File: src/rtl/serial_pkg.sv
// Shared definitions for the bit-serial receive path.
//   WIDTH_DEF : default operand/result width
//   CNT_W     : bit-count width for the default width
//   state_t   : receiver FSM states IDLE / RECV / DONE
package serial_pkg;

   localparam int unsigned WIDTH_DEF = 8;
   localparam int unsigned CNT_W     = $clog2(WIDTH_DEF);

   typedef enum logic [1:0] {
      IDLE = 2'd0,
      RECV = 2'd1,
      DONE = 2'd2
   } state_t;

endpackage

File: src/rtl/fa_cell.sv
// One-bit full adder used as the serial arithmetic bit cell.
//   a, b, cin : operand bits and carry in
//   sum, cout : sum bit and carry out
module fa_cell (
   input  logic a,
   input  logic b,
   input  logic cin,
   output logic sum,
   output logic cout
);

   assign sum  = a ^ b ^ cin;
   assign cout = (a & b) | (cin & (a ^ b));

endmodule

File: src/rtl/serial_sum_receiver.sv
// Bit-serial add/subtract receiver: takes two LSB-first operand streams, one bit pair per
// valid cycle, and deserializes the result into a parallel word with carry/not-borrow.
// Ports:
//   clk, rst          : clock, synchronous active-high reset
//   sin_valid         : bit pair valid this cycle
//   sin_first         : marks bit 0 of a new frame
//   sin_a, sin_b      : operand serial bits
//   sub               : 0 add, 1 subtract; sampled with the first bit
//   pout, cout        : result word and carry / not-borrow, held between strobes
//   pout_valid        : one-cycle strobe when pout/cout update
//   busy              : frame in progress
//   frame_err         : one-cycle pulse when sin_first arrives mid-frame
//   ovf               : two's-complement overflow (only with SERIAL_RX_OVF_EN defined)
module serial_sum_receiver
   import serial_pkg::*;
#(
   parameter int unsigned WIDTH = WIDTH_DEF
) (
   input  logic             clk,
   input  logic             rst,
   input  logic             sin_valid,
   input  logic             sin_first,
   input  logic             sin_a,
   input  logic             sin_b,
   input  logic             sub,
   output logic [WIDTH-1:0] pout,
   output logic             cout,
   output logic             pout_valid,
   output logic             busy,
`ifdef SERIAL_RX_OVF_EN
   output logic             frame_err,
   output logic             ovf
`else
   output logic             frame_err
`endif
);

   localparam int unsigned CntW = $clog2(WIDTH);

   state_t           state_q, state_d;
   logic [CntW-1:0]  cnt_q, cnt_d;
   logic             carry_q, carry_d;
   logic             sub_q, sub_d;
   logic [WIDTH-1:0] work_q, work_d;
   logic [WIDTH-1:0] pout_q, pout_d;
   logic             cout_q, cout_d;
   logic             ferr_q, ferr_d;
`ifdef SERIAL_RX_OVF_EN
   logic             ovf_q, ovf_d;
`endif

   logic start, accept, last;
   logic sub_eff, fa_b, fa_cin, fa_sum, fa_cout;

   // sin_first always opens a new frame, whatever the state
   assign start   = sin_valid & sin_first;
   assign accept  = start | (sin_valid & (state_q == RECV));
   assign last    = sin_valid & ~sin_first & (state_q == RECV) &
                    (cnt_q == CntW'(WIDTH - 1));
   assign sub_eff = start ? sub : sub_q;
   assign fa_b    = sin_b ^ sub_eff;
   // carry seeded with 1 on subtract to complete the two's complement of B
   assign fa_cin  = start ? sub : carry_q;

   fa_cell u_fa (
      .a    (sin_a),
      .b    (fa_b),
      .cin  (fa_cin),
      .sum  (fa_sum),
      .cout (fa_cout)
   );

   always_comb begin
      state_d = state_q;
      cnt_d   = cnt_q;
      carry_d = carry_q;
      sub_d   = sub_q;
      work_d  = work_q;
      pout_d  = pout_q;
      cout_d  = cout_q;
      ferr_d  = start & (state_q == RECV);
`ifdef SERIAL_RX_OVF_EN
      ovf_d   = ovf_q;
`endif
      if (accept) begin
         carry_d = fa_cout;
         if (start) begin
            sub_d   = sub;
            cnt_d   = CntW'(1);
            work_d  = {fa_sum, {(WIDTH - 1){1'b0}}};
            state_d = RECV;
         end else if (last) begin
            pout_d  = {fa_sum, work_q[WIDTH-1:1]};
            cout_d  = fa_cout;
`ifdef SERIAL_RX_OVF_EN
            // carry_q is the carry into the MSB cell at this point
            ovf_d   = carry_q ^ fa_cout;
`endif
            cnt_d   = '0;
            state_d = DONE;
         end else begin
            work_d  = {fa_sum, work_q[WIDTH-1:1]};
            cnt_d   = cnt_q + CntW'(1);
         end
      end else if (state_q == DONE) begin
         state_d = IDLE;
      end
   end

   always_ff @(posedge clk) begin
      if (rst) begin
         state_q <= IDLE;
         cnt_q   <= '0;
         carry_q <= 1'b0;
         sub_q   <= 1'b0;
         work_q  <= '0;
         pout_q  <= '0;
         cout_q  <= 1'b0;
         ferr_q  <= 1'b0;
`ifdef SERIAL_RX_OVF_EN
         ovf_q   <= 1'b0;
`endif
      end else begin
         state_q <= state_d;
         cnt_q   <= cnt_d;
         carry_q <= carry_d;
         sub_q   <= sub_d;
         work_q  <= work_d;
         pout_q  <= pout_d;
         cout_q  <= cout_d;
         ferr_q  <= ferr_d;
`ifdef SERIAL_RX_OVF_EN
         ovf_q   <= ovf_d;
`endif
      end
   end

   assign pout       = pout_q;
   assign cout       = cout_q;
   assign pout_valid = (state_q == DONE);
   assign busy       = (state_q == RECV);
   assign frame_err  = ferr_q;
`ifdef SERIAL_RX_OVF_EN
   assign ovf        = ovf_q;
`endif

endmodule
File: config.mk
export PLATFORM = sky130hd
export DESIGN_NAME = serial_sum_receiver
export DESIGN_NICKNAME = d
export VERILOG_FILES = /design/src/rtl/serial_pkg.sv /design/src/rtl/fa_cell.sv /design/src/rtl/serial_sum_receiver.sv
export SDC_FILE = /design/constraint.sdc
export NUM_CORES = 1
export LEC_CHECK = 0
export CAP_MARGIN = 0
export CORE_MARGIN = 8
export CORE_UTILIZATION = 54
export CTS_BUF_LIST = sky130_fd_sc_hd__clkbuf_16
export CTS_CLUSTER_DIAMETER = 40
export CTS_CLUSTER_SIZE = 12
export DETAILED_ROUTE_END_ITERATION = 6
export HOLD_SLACK_MARGIN = 0.06
export PLACE_DENSITY = 0.82
export SKIP_CTS_REPAIR_TIMING = 1
export SLEW_MARGIN = 20
export SYNTH_ARGS = -nofsm -noshare
export SYNTH_HDL_FRONTEND = slang
export SYNTH_SLANG_ARGS = --single-unit
File: constraint.sdc
create_clock -name clk -period 2.9 [get_ports clk]
set_input_delay 0.58 -clock clk [delete_from_list [all_inputs] [get_ports clk]]
set_output_delay 0.58 -clock clk [all_outputs]
set_load 0.01 [all_outputs]
* Yosys cells after proc, flatten, opt, wreduce, memory -nomap -nowiden
Index checks and enable logic that the tools add are counted.
** Storage, ports and cells
- Word-level logic and storage cells :: 43
- Register bits after elaboration :: 25
- Output and inout port bits :: 12
- Input port bits :: 7
** Operators by class
- $add $sub $neg :: 1
- Bitwise gates (word level) :: 15
- Equality and inequality tests :: 5
- Muxes and demuxes :: 10
- Reduce and logical (&&, ||, !) cells :: 4
** Operators with widths (count)
- $mux 8 :: 2
- $and 1x1->1 :: 8
- $mux 2 :: 4
- $mux 3 :: 2
- $reduce_and 2->1 :: 2
- $add 3x1->3 const B :: 1
- $eq 3x3->1 const B :: 1
- $ne 3x2->1 const B :: 1
- $reduce_and 3->1 :: 1
- $xor 1x1->1 :: 3
- $eq 2x1->1 const B :: 1
- $eq 2x2->1 const B :: 1
- $mux 1 :: 2
- $ne 2x2->1 const B :: 1
- $not 1->1 :: 2
- $or 1x1->1 :: 2
- $reduce_bool 2->1 :: 1

* Depth between registers and ports, before layout
Gate-level depths: netlist (run 1).
- Word-level depth :: 7
- Mapped depth :: 7
- Mapped depth without buffers :: 6

* Modules after synthesis
Synthesis (run 1) repeated with hierarchy kept, for this count alone.
** Second synthesis, totals
- Cell total of the unflattened synthesis :: 106
- Area total of the unflattened synthesis :: 1087.3 µm²
** By module, submodules not included
- serial_sum_receiver :: instances 1, seq. area each 480.5 µm², cells each 105, area an instance 1067.3 µm²
- fa_cell :: instances 1, seq. area each 0.0 µm², cells each 1, area an instance 20.0 µm²

* Least setup slack after synthesis (run 1)
OpenSTA, ideal clock, no wires.
- Kind :: input -> register
- Start point :: input port sin_valid
- End point :: register pout_q[7], in the netlist pout[7]
- Arrival :: 1.922 ns
- Slack :: 0.845 ns
- Setup time :: 0.132 ns
- Stages :: 7
- Data required time :: 2.768 ns
- Buffers on the path :: 1
- Cells stage by stage :: clkbuf_1 -> nand2_1 -> a21oi_1 -> xnor2_1 -> fa_1 -> nand2b_1 -> mux2i_1
** On the way
- Word-level cells in the longest chain between the ends :: 5
- Elaborated cells between the ends (all ways) :: 13
- Those cells by class :: mux: 2; bitwise: 10; reduce/logical: 1
** RTL lines
- from (decl) :: line serial_sum_receiver.sv:21 : input logic sin_valid,
- $and 1x1->1 * :: line serial_sum_receiver.sv:56 : assign start = sin_valid & sin_first;
- $mux 1
- $xor 1x1->1 :: line serial_sum_receiver.sv:61 : assign fa_b = sin_b ^ sub_eff;
- $xor 1x1->1 :: line fa_cell.sv:12 : assign sum = a ^ b ^ cin;
- $xor 1x1->1 * :: line fa_cell.sv:12
- named net fa_sum :: line serial_sum_receiver.sv:53 : logic sub_eff, fa_b, fa_cin, fa_sum, fa_cout;
- to (signal assigned) :: line serial_sum_receiver.sv:129 : pout_q <= pout_d;
- to (decl) :: line serial_sum_receiver.sv:45 : logic [WIDTH-1:0] pout_q, pout_d;
Mark *: on every way through the listed nets, which the timed path passes. The rest lies on a longest branch.
A chain may end at the register's enable or synchronous reset.

* Worst setup path after layout (run 1)
- Start point :: input port sin_first
- End point :: register pout_q[7], in the netlist pout[7]
** On the way
- Word-level cells in the longest chain between the ends :: 5
- Elaborated cells between the ends (all ways) :: 13
- Those cells by class :: mux: 2; bitwise: 10; reduce/logical: 1
** RTL lines
- from (decl) :: line serial_sum_receiver.sv:22 : input logic sin_first,
- $and 1x1->1 * :: line serial_sum_receiver.sv:56
- $mux 1
- $xor 1x1->1 :: line serial_sum_receiver.sv:61
- $xor 1x1->1 :: line fa_cell.sv:12
- $xor 1x1->1 * :: line fa_cell.sv:12
- named net fa_sum :: line serial_sum_receiver.sv:53
Marked as above.

==> flow_metrics.py, run 1 <==
metrics = {
    "global_route": {
        "grt_pass1_vias": 813,
        "antenna_found_initial": 0,
        "grt_start_max_net_pins": 27,
        "grt_use_total_pct": 13.2,
        "grt_pass1_wl_mm": 3.59,
        "grt.overflow.total": 0,
    },
    "critical_path": {
        "max_stage_delay_ns": 0.52,
        "rr_endpoint": "work_q[4]",
        "cp-end-kind": "register",
        "crit_fanout": 5,
        "r2r_cells": 5,
        "arrival_ns": 2.30,
        "required_ns": 3.03,
        "crit_buf_inv": 1,
        "cp-start-kind": "input pin",
        "rr_startpoint": "cnt_q[0]",
        "critical_path.top_delay_family": "buffers and inverters",
        "path_cells": "clkdlybuf4s50_1, nand2_1, a21oi_1, xnor2_1, fa_1, nand2b_1, mux2i_1",
        "crit_start": "sin_first",
        "rrSetupSlack_ns": 1.21,
        "slowest_stage": "clkdlybuf4s50_1",
        "criticalPathCategory": "input pin to register",
    },
    "timing": {
        "fmax_ghz": 0.461,
        "drv_slew": 0,
        "rsz0062_at_grt": "no",
        "slew_headroom_pct": 54.6,
        "tightest_slew_ns": 0.679,
        "finalSetupTns_ns": 0,
        "skew_ns": 0.00327,
        "finalSetupViolCount": 0,
        "finalHoldViolCount": 0,
        "finalCritPeriodShare_pct": 74.8,
        "period_needed_ns": 2.17,
    },
    "place": {
        "placed_area_sq_um": 1240,
        "hpwlAfterDp_mm": 1.46,
        "io_buffer_count": 18,
        "place_congestion": 0.717,
    },
    "clock_network": {
        "clock_latency_ns": 0.25,
        "clk_path_buf_depth": 2,
        "cts-root-buf": "clkbuf_16",
        "htree_levels": 1,
        "clk_pin_slew_worst_paths_ns": 0.06,
        "cts_sinks": 24,
        "cts_tree": "done",
        "cts_buffers": 3,
    },
    "outcome": {
        "status": "complete, no violations",
    },
    "die": {
        "core-area_sq_um": 1880,
        "design.portCount": 19,
        "die_x_um": 59.8,
        "rows": 16,
        "start_util_pct": 55.0,
        "die_h_um": 59.8,
        "die_area_sq_um": 3570,
    },
    "synth": {
        "synth.distinct_cells": 27,
        "netlist_instances": 103,
        "yosys_register_bits": 24,
        "synth.net_count": 113,
        "synth.avg_cell_area_sq_um": 10.0,
        "netlist_area_sq_um": 1030,
        "seq_area_frac_synth_pct": 46.4,
        "ys_warn_count": 0,
    },
    "detailed_routing": {
        "ant_nets": 0,
        "wl_per_cell_um": 14.7,
        "avgViaCountPerCell": 5.54,
        "drt-initial-drc-count": 36,
        "wl_met1_um": 940,
        "vias": 825,
        "wl_met3_um": 131,
        "routed.top_layer": "met4",
        "drt_wl_total_mm": 2.20,
        "wl_met2_mm": 1.08,
        "first_pass_iters": 5,
        "drc": 0,
    },
    "pwr": {
        "leakagePower_nw": 0.520,
        "ir_drop_v": 0.000426,
        "p_per_area_nw_per_um2": 582,
    },
    "final_layout": {
        "area_growth_pct": 30.4,
        "nets": 133,
        "final_cell_area_sq_um": 1350,
        "diodes": 0,
        "fillCellCount": 160,
        "drive_above_1_share_pct": 7.38,
    },
    "min_path": {
        "worstHoldStart": "cout",
        "whs_path_depth": 2,
        "min_to": "cout",
        "hold_path_class": "register to register",
    },
    "run": {
        "cap_viol_max_count": 0,
    },
}
-- power by group --
group          internal (mW)  switching [mW]
sequential             0.335         0.00414
clock                  0.274           0.115
combinational         0.0282          0.0277
total                  0.638           0.147
-- state kept, by name, indices dropped and copies added, names as in the netlist --
name	count
sub_q	1
carry_q	1
state_q	2
pout	8
cnt_q	3
frame_err	1
cout	1
work_q	7
-- cell families after synthesis --
logic type | after synthesis | synth area share [%]
adder cells (fa/ha/maj) | 3 | 4.35
flip-flops | 24 | 46.4
AND/OR/NAND/NOR | 39 | 24.9
AO/OA/AOI/OAI | 18 | 10.2
XOR/XNOR | 1 | 0.847
buffers and inverters | 7 | 2.66
multiplexers | 11 | 10.6
-- layout by cell type, fill, tap and decap left out, types with 3 or more instances in the layout --
| master | count |
|---|---|
| nand3b_1 | 4 |
| nand2b_1 | 19 |
| nand2_1 | 4 |
| o21ai_0 | 4 |
| o22ai_1 | 6 |
| clkbuf_16 | 3 |
| dfxtp_1 | 24 |
| a21oi_1 | 4 |
| clkdlybuf4s50_1 | 18 |
| mux2i_1 | 11 |
-- per-layer routing --
layer	up-vias	GRT usage (%)
met3	4	3.44
met2	27	22.3
met4	0	6.46
met5	-	0
met1	397	14.8
li1	397	-
-- through the flow --
stage | cells | utilization [%] | hold slack [ns] | total power [mW] | setup WS (ns)
2_1_floorplan | 103 | - | 0.453 | 0.380 | 0.845
3_3_place_gp | 145 | 66.1 | 0.463 | 0.400 | 0.544
6_report | 149 | 71.7 | 0.473 | 0.784 | 0.731
4_1_cts | 149 | 71.7 | 0.477 | 0.787 | 0.737
3_5_place_dp | 145 | 66.1 | 0.469 | 0.402 | 0.468
5_1_grt | 149 | 71.7 | 0.486 | 0.811 | 0.632
-- cells in the mapped netlist --
cell | instances | area share, %
a21o_1 | 1 | 0.73
a21oi_1 | 4 | 1.9
a31oi_1 | 2 | 1.2
and3_1 | 1 | 0.60
buf_2 | 1 | 0.48
clkbuf_1 | 4 | 1.5
dfxtp_1 | 24 | 46
fa_1 | 1 | 1.9
ha_1 | 2 | 2.4
inv_1 | 2 | 0.73
mux2i_1 | 11 | 11
nand2_1 | 4 | 1.5
nand2b_1 | 19 | 11
nand2b_4 | 1 | 1.3
nand3b_1 | 4 | 2.9
nand4b_1 | 2 | 1.7
nor2_1 | 2 | 0.73
nor2b_1 | 1 | 0.60
nor3_1 | 1 | 0.48
nor3_2 | 1 | 0.97
nor3b_2 | 1 | 1.2
nor4b_1 | 1 | 0.85
o21a_1 | 1 | 0.73
o21ai_0 | 4 | 1.9
o22ai_1 | 6 | 3.6
or3_1 | 1 | 0.60
xnor2_1 | 1 | 0.85
-- tightest hold or removal path, stage by stage (launching register included) --
cell	delay (ns)
dfxtp_1	0.31
nand2b_1	0.06
mux2i_1	0.06
-- worst max-delay path by stage --
stage / slack (ns) / end / depth (start not counted)
final: 0.73 / pout[7] / 7
after global routing: 0.63 / pout[7] / 7
after CTS: 0.74 / pout[7] / 7
after detailed placement: 0.47 / pout[7] / 7
after global placement: 0.54 / pout[7] / 7
after floorplan: 0.85 / pout[7] / 7
-- final cells by class --
class	instances	area [sq um]	share of cell area (%)
Inverter	2	7.51	0.557
Timing Repair Buffer	20	195	14.5
Clock buffer	3	75.1	5.57
Sequential cell	24	480	35.6
Clock inverter	1	30.0	2.23
Multi-Input combinational cell	72	527	39.1
Tap cell	27	33.8	2.50
(Power assumes the default switching activity.)
==> inputs of run 2 (changes only) <==
--- a/config.mk
+++ b/config.mk
@@ -7,13 +7,13 @@
 export LEC_CHECK = 0
 export CAP_MARGIN = 0
 export CORE_MARGIN = 8
-export CORE_UTILIZATION = 54
+export CORE_UTILIZATION = 50
 export CTS_BUF_LIST = sky130_fd_sc_hd__clkbuf_16
 export CTS_CLUSTER_DIAMETER = 40
 export CTS_CLUSTER_SIZE = 12
 export DETAILED_ROUTE_END_ITERATION = 6
 export HOLD_SLACK_MARGIN = 0.06
-export PLACE_DENSITY = 0.82
+export PLACE_DENSITY = 0.77
 export SKIP_CTS_REPAIR_TIMING = 1
 export SLEW_MARGIN = 20
 export SYNTH_ARGS = -nofsm -noshare
==> constraint.sdc (replaced) <==
create_clock -name clk -period 2.2 [get_ports clk]
set_input_delay 0.44 -clock clk [delete_from_list [all_inputs] [get_ports clk]]
set_output_delay 0.44 -clock clk [all_outputs]
set_load 0.01 [all_outputs]
==> run 2 against run 1 <==
  * Via count is 1.8% lower
  * Final cell count rose by 1.3%
  * Flip-flop and latch count unchanged
  * Largest cell class unchanged
  * Die area up 5.8%
  * Total power rose by 32%
  * Wire length down 4.7%
  * Register-to-register slack worse by 0.66 ns
  * Core utilization shrank 2.2 points
  * Sequential share of layout area down 0.39 points
  * Clock-buffer cell count unchanged
  * Critical path depth did not move
==> flow_metrics.py, run 2 (synthesis results as in run 1) <==
metrics = {
    "timing": {
        "finalSetupViolCount": 0,
        "slew_headroom_pct": 56.2,
        "finalCritPeriodShare_pct": 89.0,
        "finalSetupTns_ns": 0,
        "fin_hold_ws_ns": 0.475,
        "timing.final.ws_setup_ns": 0.243,
        "period_needed_ns": 1.96,
        "skew_ns": 0.00267,
        "tightest_slew_ns": 0.655,
        "finalHoldViolCount": 0,
        "fmax_ghz": 0.511,
        "drv_slew": 0,
        "rsz0062_at_grt": "no",
    },
    "die": {
        "start_util_pct": 52.7,
        "core-area_sq_um": 1960,
        "die_x_um": 61.5,
        "die_area_sq_um": 3780,
        "design.portCount": 19,
        "die_h_um": 61.5,
        "rows": 16,
    },
    "clock_network": {
        "cts-root-buf": "clkbuf_16",
        "cts_sinks": 24,
        "clock_latency_ns": 0.25,
        "cts_buffers": 3,
        "clk_pin_slew_worst_paths_ns": 0.06,
        "cts_tree": "done",
        "htree_levels": 1,
        "clk_path_buf_depth": 2,
    },
    "critical_path": {
        "cp-end-kind": "register",
        "critical_path.top_delay_family": "buffers and inverters",
        "max_stage_delay_ns": 0.46,
        "rr_startpoint": "cnt_q[0]",
        "arrival_ns": 2.08,
        "crit_fanout": 4,
        "crit_buf_inv": 1,
        "r2r_cells": 5,
        "cp.depth": 7,
        "path_cells": "clkdlybuf4s50_1, and3_1, a21oi_1, xnor2_1, fa_1, nand2b_1, mux2i_1",
        "required_ns": 2.33,
        "cp-start-kind": "input pin",
        "criticalPathCategory": "input pin to register",
        "crit_start": "sin_valid",
        "slowest_stage": "clkdlybuf4s50_1",
    },
    "detailed_routing": {
        "drc": 0,
        "avgViaCountPerCell": 5.36,
        "wl_per_cell_um": 13.9,
        "vias": 810,
        "drt-initial-drc-count": 10,
        "drt_wl_total_mm": 2.09,
        "ant_nets": 0,
        "first_pass_iters": 4,
    },
    "place": {
        "placed_cells_incl_taps": 147,
        "hpwlAfterDp_mm": 1.54,
        "place_congestion": 0.765,
        "io_buffer_count": 18,
        "preCtsSetupSlack_ns": -0.0413,
    },
    "final_layout": {
        "nets": 135,
        "diodes": 0,
        "fillCellCount": 171,
        "finalNonFillerCells": 151,
        "layout_commonest_cell": "dfxtp_1",
        "drive_above_1_share_pct": 8.87,
        "largest_reg_flops": 8,
        "area_growth_pct": 31.8,
        "fin_util_pct": 69.5,
        "layout_common_cells": "dfxtp_1 (24), nand2b_1 (19), clkdlybuf4s50_1 (18)",
    },
    "min_path": {
        "whs_path_depth": 2,
        "hold_path_class": "register to register",
        "worstHoldStart": "pout[1]",
    },
    "global_route": {
        "antenna_found_initial": 0,
        "grt.overflow.total": 0,
        "grt_pass1_vias": 792,
        "grt_use_total_pct": 12.5,
        "grt_start_max_net_pins": 25,
        "grt_pass1_wl_mm": 3.54,
    },
    "run": {
        "cap_viol_max_count": 0,
    },
    "outcome": {
        "status": "complete, no violations",
    },
    "pwr": {
        "ir_drop_v": 0.000400,
        "p_per_area_nw_per_um2": 757,
        "leakagePower_nw": 0.529,
    },
}
==> run 2: report_power, final <==
group | switching [mW] | internal [mW]
registers | 0.00477 | 0.442
logic | 0.0366 | 0.0394
clock network | 0.149 | 0.361
==> run 2: final cells by class <==
type	count	area, sq um	area share, %
multi-input combinational	72	527	38.6
clock buffer	3	75.1	5.50
timing repair buffer	22	210	15.4
tap	27	33.8	2.48
sequential	24	480	35.2
inverter	2	7.51	0.550
clock inverter	1	30.0	2.20
==> run 2: worst register-to-register path: cells and delay by family (launching register included) <==
kind / cells / cell delay, ns
flip-flops: 1 / 0.32
AO/OA/AOI/OAI: 1 / 0.31
adder cells (fa/ha/maj): 2 / 0.42
multiplexers: 1 / 0.21
AND/OR/NAND/NOR: 1 / 0.31
==> run 2: worst paths after layout <==
kind               endpoint  slack (ns)
setup / recovery    pout[7]        0.24
hold / removal      pout[1]        0.48
setup reg to reg  work_q[7]        0.55
hold reg to reg     pout[1]        0.48
==> run 2: per-layer routing <==
layer | track usage [%] | part of all wire [%]
met2 | 20.8 | 49
met4 | 4.87 | 1.6
met5 | 0 | 0
met3 | 4.38 | 5.5
met1 | 14.3 | 44
==> run 2: stage by stage <==
| step | area (sq um) | power [mW] |
|---|---|---|
| 2_1_floorplan | 1030 | 0.501 |
| 3_3_place_gp | 1260 | 0.530 |
| 3_5_place_dp | 1260 | 0.532 |
| 4_1_cts | 1360 | 1.04 |
| 5_1_grt | 1360 | 1.07 |
| 6_report | 1360 | 1.03 |
==> inputs of run 3 (changes only) <==
--- a/config.mk
+++ b/config.mk
@@ -14,6 +14,7 @@
 export DETAILED_ROUTE_END_ITERATION = 6
 export HOLD_SLACK_MARGIN = 0.06
 export PLACE_DENSITY = 0.77
+export RECOVER_POWER = 25
 export SKIP_CTS_REPAIR_TIMING = 1
 export SLEW_MARGIN = 20
 export SYNTH_ARGS = -nofsm -noshare
==> run 3 against run 2 <==
  * Wire length shrank 0.24%
  * Sequential share of layout area grew 0.20 points
  * Die area is the same
  * Via count shrank 1.2%
  * Highest routed layer unchanged
==> flow_metrics.py, run 3 (synthesis results as in run 1) <==
metrics = {
    "detailed_routing": {
        "avgViaCountPerCell": 5.30,
        "vias": 800,
        "wl_per_cell_um": 13.8,
        "first_pass_iters": 4,
        "ant_nets": 0,
        "drc": 0,
        "drt-initial-drc-count": 6,
        "drt_wl_total_mm": 2.09,
    },
    "timing": {
        "finalSetupViolCount": 0,
        "fmax_ghz": 0.509,
        "tightest_slew_ns": 0.641,
        "drv_slew": 0,
        "rsz0062_at_grt": "no",
        "period_needed_ns": 1.96,
        "fin_hold_ws_ns": 0.472,
        "finalCritPeriodShare_pct": 89.2,
        "timing.final.ws_setup_ns": 0.237,
        "finalSetupTns_ns": 0,
        "finalHoldViolCount": 0,
        "skew_ns": 0.00258,
        "slew_headroom_pct": 57.1,
    },
    "clock_network": {
        "cts_tree": "done",
        "clk_pin_slew_worst_paths_ns": 0.06,
        "cts_buffers": 3,
        "clock_latency_ns": 0.25,
        "clk_path_buf_depth": 2,
        "cts-root-buf": "clkbuf_16",
        "cts_sinks": 24,
        "htree_levels": 1,
    },
    "final_layout": {
        "final_cell_area_sq_um": 1360,
        "finalNonFillerCells": 151,
        "layout_common_cells": "dfxtp_1 (24), nand2b_1 (19), clkdlybuf4s50_1 (15)",
        "layout_commonest_cell": "dfxtp_1",
        "fin_util_pct": 69.1,
        "area_growth_pct": 31.1,
        "nets": 135,
        "diodes": 0,
        "fillCellCount": 173,
        "drive_above_1_share_pct": 7.26,
        "largest_reg_flops": 8,
    },
    "critical_path": {
        "cp-end-kind": "register",
        "cp-start-kind": "input pin",
        "criticalPathCategory": "input pin to register",
        "required_ns": 2.33,
        "max_stage_delay_ns": 0.53,
        "slowest_stage": "clkdlybuf4s50_1",
        "crit_fanout": 8,
        "arrival_ns": 2.10,
        "path_cells": "clkdlybuf4s50_1, clkbuf_1, nand2_1, or3_1, mux2i_1",
    },
    "pwr": {
        "ir_drop_v": 0.000400,
        "p_total_mw": 1.03,
        "p_per_area_nw_per_um2": 759,
        "leakagePower_nw": 0.529,
    },
    "die": {
        "die_h_um": 61.5,
        "core-area_sq_um": 1960,
        "rows": 16,
        "die_x_um": 61.5,
        "start_util_pct": 52.7,
        "design.portCount": 19,
        "die_area_sq_um": 3780,
    },
    "place": {
        "preCtsSetupSlack_ns": -0.0413,
        "placed_cells_incl_taps": 147,
        "place_congestion": 0.765,
        "io_buffer_count": 18,
        "placed_area_sq_um": 1260,
        "hpwlAfterDp_mm": 1.54,
    },
    "global_route": {
        "grt_start_max_net_pins": 25,
        "grt_pass1_vias": 792,
        "antenna_found_initial": 0,
        "grt.overflow.total": 0,
        "grt_use_total_pct": 12.5,
        "grt_pass1_wl_mm": 3.54,
    },
    "outcome": {
        "status": "complete, no violations",
    },
    "min_path": {
        "hold_path_class": "register to register",
    },
    "run": {
        "cap_viol_max_count": 0,
    },
}
## run 3: path summary, 6_finish.rpt
| path | from | end | slack, ns | depth (start not counted) |
|---|---|---|---|---|
| setup / recovery | sin_valid | pout[3] | 0.24 | 5 |
| setup reg to reg | cnt_q[0] | work_q[7] | 0.55 | 5 |
| hold reg to reg | pout[1] | pout[1] | 0.47 | 2 |
| hold / removal | pout[1] | pout[1] | 0.47 | 2 |
## run 3: layout make-up
class	count	area (sq um)	share of cell area, %
multi-input cells	72	527	38.8
flip-flops and latches	24	480	35.4
repair buffers	22	203	14.9
clock buffers	3	75.1	5.54
well taps	27	33.8	2.49
clock inverters	1	30.0	2.21
inverters	2	7.51	0.554
## run 3: where the power goes
group | switching [mW] | leakage, nW | total (mW) | internal (mW)
sequential | 0.00477 | 0.194 | 0.447 | 0.442
combinational | 0.0365 | 0.284 | 0.0738 | 0.0373
clock | 0.148 | 0.0511 | 0.509 | 0.361
total | 0.189 | 0.529 | 1.03 | 0.840
## run 3: worst max-delay path: cells and delay by family
family,cells,cell delay (ns)
buffers and inverters,2,0.85
and+or+nand+nor,2,0.65
muxes,1,0.17
## run 3: per-layer routing
layer / up-vias / GRT usage, % / wire (um)
li1: 405 / - / -
met4: 0 / 4.87 / 34
met5: - / 0 / 0
met3: 4 / 4.38 / 111
met1: 377 / 14.3 / 908
met2: 14 / 20.8 / 1030
